===== config.mk =====
export PLATFORM = sky130hd
export DESIGN_NAME = sdes_arbiter
export DESIGN_NICKNAME = d
export VERILOG_FILES = /design/src/rtl/sdes_arbiter.sv
export SDC_FILE = /design/constraint.sdc
export NUM_CORES = 1
export LEC_CHECK = 0
export ABC_AREA = 1
export CAP_MARGIN = 25
export CELL_PAD_IN_SITES_DETAIL_PLACEMENT = 0
export CELL_PAD_IN_SITES_GLOBAL_PLACEMENT = 1
export CORE_AREA = 8 8 99 83
export CTS_CLUSTER_SIZE = 20
export DETAILED_ROUTE_END_ITERATION = 10
export DIE_AREA = 0 0 107 91
export PLACE_DENSITY_LB_ADDON = 0.1
export SLEW_MARGIN = 25
export SYNTH_ARGS = -nofsm -noshare
export SYNTH_HDL_FRONTEND = slang
export SYNTH_SLANG_ARGS = --single-unit

===== constraint.sdc =====
create_clock -name CLK -period 1.8 [get_ports CLK]
set_clock_uncertainty 0.15 [all_clocks]
set_input_delay 0.36 -clock CLK [delete_from_list [all_inputs] [get_ports CLK]]
set_output_delay 0.36 -clock CLK [all_outputs]
set_load 0.01 [all_outputs]

===== src/rtl/sdes_arbiter.sv =====
// sdes_arbiter: lets two requesters (A and B) share one external SDES core.
// Requests are arbitrated round-robin. The winner's request is latched and
// presented to the core for CORE_LAT cycles. The captured result is then held
// until the owning requester takes it.
module sdes_arbiter #(
   parameter int CORE_LAT = 1   // core settle time in cycles, legal range 1..15
) (
   input  logic       CLK,
   input  logic       RST,
   input  logic       a_valid,
   input  logic       b_valid,
   output logic       a_ready,
   output logic       b_ready,
   input  logic [7:0] a_data,
   input  logic [7:0] b_data,
   input  logic [9:0] a_key,
   input  logic [9:0] b_key,
   input  logic       a_enc,
   input  logic       b_enc,
   output logic       a_rsp_valid,
   output logic       b_rsp_valid,
   input  logic       a_rsp_ready,
   input  logic       b_rsp_ready,
   output logic [7:0] rsp_data,
   output logic [9:0] core_key,
   output logic [7:0] core_plaintext,
   output logic       core_encrypt,
   input  logic [7:0] core_ciphertext,
   output logic       busy
);

   typedef enum logic [1:0] {IDLE, ISSUE, RESP} stateType;

   localparam logic       GRANT_A  = 1'b0;
   localparam logic       GRANT_B  = 1'b1;
   localparam logic [3:0] LAT_LOAD = 4'(CORE_LAT);

   stateType   state;
   stateType   nextState;
   logic       lastGrant;    // requester of the most recent accept (the current owner outside IDLE)
   logic       winner;
   logic       accept;
   logic       ownerReady;
   logic [3:0] count;
   logic [7:0] dataReg;
   logic [9:0] keyReg;
   logic       encReg;
   logic [7:0] rspReg;

   // Round-robin pick: a lone requester wins; on a tie, the requester that did not win last wins.
   always_comb begin
      winner = GRANT_A;
      if (a_valid && b_valid) begin
         winner = ~lastGrant;
      end else if (b_valid) begin
         winner = GRANT_B;
      end
   end

   // Next state and handshake outputs; requests are only offered in IDLE while not in reset.
   always_comb begin
      // NOTE: every signal gets a default before the case so no path leaves one unassigned and infers a latch.
      nextState   = state;
      a_ready     = 1'b0;
      b_ready     = 1'b0;
      a_rsp_valid = 1'b0;
      b_rsp_valid = 1'b0;
      accept      = 1'b0;
      busy        = (state != IDLE);
      ownerReady  = (lastGrant == GRANT_B) ? b_rsp_ready : a_rsp_ready;
      case (state)
         IDLE: begin
            if (!RST) begin
               a_ready = a_valid && (winner == GRANT_A);
               b_ready = b_valid && (winner == GRANT_B);
               accept  = a_ready || b_ready;
               if (accept) begin
                  nextState = ISSUE;
               end
            end
         end
         ISSUE: begin
            if (count == 4'd1) begin
               nextState = RESP;
            end
         end
         RESP: begin
            // The non-owner's rsp_ready is ignored; only the owner can release RESP.
            a_rsp_valid = !RST && (lastGrant == GRANT_A);
            b_rsp_valid = !RST && (lastGrant == GRANT_B);
            if (ownerReady) begin
               nextState = IDLE;
            end
         end
         default: nextState = IDLE;
      endcase
   end

   // State register; reset returns to IDLE and abandons any operation in flight.
   always_ff @(posedge CLK) begin
      // NOTE: sequential state uses non-blocking assignments so every register samples pre-edge values.
      if (RST) begin
         state <= IDLE;
      end else begin
         state <= nextState;
      end
   end

   // Request latch, grant history, latency counter and result capture.
   always_ff @(posedge CLK) begin
      if (RST) begin
         lastGrant <= GRANT_B;   // A wins the first tie after reset
         count     <= 4'd0;
         dataReg   <= 8'd0;
         keyReg    <= 10'd0;
         encReg    <= 1'b0;
         rspReg    <= 8'd0;
      end else if (accept) begin
         lastGrant <= winner;
         count     <= LAT_LOAD;
         dataReg   <= (winner == GRANT_B) ? b_data : a_data;
         keyReg    <= (winner == GRANT_B) ? b_key  : a_key;
         encReg    <= (winner == GRANT_B) ? b_enc  : a_enc;
      end else if (state == ISSUE) begin
         count <= count - 4'd1;
         if (count == 4'd1) begin
            rspReg <= core_ciphertext;
         end
      end
   end

   // The core sees only latched values, so its inputs stay stable through ISSUE and RESP.
   assign core_key       = keyReg;
   assign core_plaintext = dataReg;
   assign core_encrypt   = encReg;
   assign rsp_data       = rspReg;

endmodule


==> summary.txt <==
Global routing
  • Global-route wire length before repair: 9321 µm
  • Antenna violations before repair: 0
  • GRT overflow: 0
  • Vias in the first global route: 1843
  • GRT Util Overall: 11.90%
  • Largest net degree at the start of global routing: 21

Route
  • Final ANT Viol Nets: 0
  • Via/cell ratio: 4.213
  • Wire length per cell: 12.62 µm
  • First DRT Iteration DRCs: 42
  • Via count: 1879
  • Residual DRC: 0
  • Drt total wl: 5627 µm
  • DR pass1 iterations: 4

STA
  • Worst hold margin: 292.9 ps
  • Slew headroom: 76.34%
  • Achievable Freq: 575.8 MHz
  • Worst-Margin Slew: 354.1 ps
  • Final setup violation count: 0
  • Final Cycle Share: 96.48%
  • Final min period: 1737 ps
  • Final setup margin: 63.33 ps
  • Final max-slew violation count: 0
  • Final hold viol count: 0

Outcome
  • Status: finished clean

Setup path
  • Slowest-stage cell, CP: dfxtp_1
  • CP peak stage delay: 360 ps
  • Worst setup path startpoint: lastGrant
  • Req. time, crit path: 1290 ps
  • Max FO, Critical Path: 4
  • Crit. End Element: output pin
  • CP Launch Type: register
  • Reg2Reg Setup Slack: 420 ps
  • Crit Path Category: register to output pin
  • R2R depth: 5
  • Reg-to-reg critical path startpoint: count[2]
  • End of the critical path: b_rsp_valid
  • Worst Path Arrival: 1230 ps
  • Worst-path cell chain: buf_4 > inv_1 > nor3_2 > clkdlybuf4s15_2
  • Reg-to-Reg End: rsp_data[5]

Final layout
  • Final net count: 414
  • N_diodes: 0
  • Layout cells sized above 1: 12.53%
  • Area delta synth->final: 65.80%
  • Non-filler instance count after layout: 446

Power and ir drop
  • P_sw: 643.3 µW
  • Worst vdd ir: 0.0002255 V
  • Power Density: 747.6 nW/µm²
  • Sequential share of power: 41.3%
  • Static leakage: 1.365 nW
  • Comb power frac: 32.8%
  • Clock power frac: 25.9%
  • Internal: 1.492 mW
  • Switching part of the total: 30.12%

Clock tree
  • CTS root buffer: clkbuf_8
  • TritonCTS buffer count: 5
  • H-tree levels: 2
  • Max clock buf depth: 2
  • Clock transition at the registers of the reported paths: 70 ps
  • CTS Sinks: 34
  • CTS tree: done
  • Clock latency on the worst-skew pair: 280 ps

Synth
  • Synth cell types: 19
  • Synthesized flop and latch total: 34
  • Top post-synthesis cells by area: dfxtp_1 40%, nand2_1 27%, nand3_1 6.4%
  • Syn Area/Cell: 6.551 µm²
  • Register area share after synthesis: 39.51%
  • Syn Std Cell Area: 1723 µm²
  • Syn. warnings: 0
  • Synth area leader: dfxtp_1
  • Syn Nets: 317
  • Synth top area share: 39.51%
  • Mapped Cells: 263

Floorplanning
  • Initial Utilization: 25.89%
  • Core area: 6655 µm²
  • Row count: 27
  • Die X: 107 µm
  • Die ar.: 9737 µm²
  • DIE HEIGHT: 91 µm
  • Number of top-level pins: 84

Run
  • Max_cap viols: 0

Placed design
  • Port Buffer Count: 83
  • Placer Congestion: 0.7364
  • HPWL after DPL: 4255 µm
  • Place WS: -469.4 ps
  • DP Cell Count: 438

Hold path
  • Min-delay worst type: register to register
power groups by stage:
stage / registers (mW) / logic [mW] / clock network [mW]
after floorplan: 0.925 / 0.312 / 0
after global placement: 0.897 / 0.696 / 0
after detailed placement: 0.898 / 0.696 / 0
after CTS: 0.883 / 0.707 / 0.587
after global routing: 0.892 / 0.781 / 0.625
final: 0.883 / 0.700 / 0.553
logic make-up after synthesis:
| family | count (synthesis) | share of synthesized area [%] |
|---|---|---|
| AND/OR/NAND/NOR | 190 | 47.57 |
| flip-flops | 34 | 39.51 |
| buffers and inverters | 33 | 9.658 |
| AO/OA/AOI/OAI | 4 | 1.816 |
| adder cells (fa/ha/maj) | 2 | 1.452 |
state kept, by name, summed over array words and instances, names as in the netlist:
register and cells:
lastGrant 1, core_plaintext 8, count 4, core_encrypt 1, state 2, rsp_data 8, core_key 10
cells in the mapped netlist:
library cell,instances
nor2_4,4
ha_1,2
nand3b_1,1
dfxtp_1,34
inv_2,1
nand2_1,123
buf_4,3
nor3_1,2
nor2_2,1
nor2_1,24
a21oi_4,1
a21oi_1,3
nand4_1,10
or2_1,1
nand3_1,22
inv_1,19
nand3_2,2
buf_6,3
buf_2,7
worst min-delay path by stage:
stage / start / endpoint / slack, ps / cells after the start
2_1_floorplan: RST / state[0] / 280 / 1
3_3_place_gp: core_key[6] / core_key[6] / 280 / 2
3_5_place_dp: core_key[3] / core_key[3] / 280 / 2
4_1_cts: core_key[3] / core_key[3] / 300 / 2
5_1_grt: core_key[3] / core_key[3] / 310 / 2
6_report: core_key[3] / core_key[3] / 290 / 2
layout make-up:
class                   instances  area [µm²]
clock buffers                   6       82.58
fillers                       725        3799
inverters                      20       75.07
multi-input cells             197       912.1
flip-flops and latches         34       683.2
well taps                      87       108.9
repair buffers                102       994.7
what timing repair did:
item / CTS / global route
endpoints found under the setup margin: 10 / 25
pin swaps: 2 / 0
hold buffers: 0 / 0
resized for setup: 18 / 11
buffers inserted: 1 / 0
gates cloned: 1 / 0
metrics by stage:
stage          cell area, µm²  TNS [ps]  utilization [%]  power [mW]
6_report                 2856         0            42.92       2.136
5_1_grt                  2856    -2.340            42.92       2.299
4_1_cts                  2823    -75.80            42.41       2.177
3_5_place_dp             2719     -8782            40.85       1.594
3_3_place_gp             2719     -8132            40.85       1.592
2_1_floorplan            1723         0                -       1.237
cells in the final DEF, fill, tap and decap left out, drive strengths merged:
cell type / n
nand4: 10
nand3: 24
dlymetal6s2s: 2
nor2: 29
clkbuf: 6
clkdlybuf4s50: 75
clkdlybuf4s15: 1
or2: 1
dlygate4sd2: 3
dfxtp: 34
ha: 2
nand2: 123
nor3: 2
nand3b: 1
inv: 20
buf: 21
a21oi: 5
worst max-delay path, delay by kind of cell (launching register included):
kind / cells / cell delay [ps]
flops: 1 / 360
simple gates: 1 / 160
buf+inv: 3 / 440
metal layers:
metal  GRT usage [%]  vias to the layer above  share of wire, %
li1                -                     1009                 -
met1           14.80                      805                47
met2           18.41                       60                44
met3           4.802                        5               8.0
met4           3.509                        0              0.82
met5               0                        -                 0
Note: power is estimated with default switching activity, not from simulation.
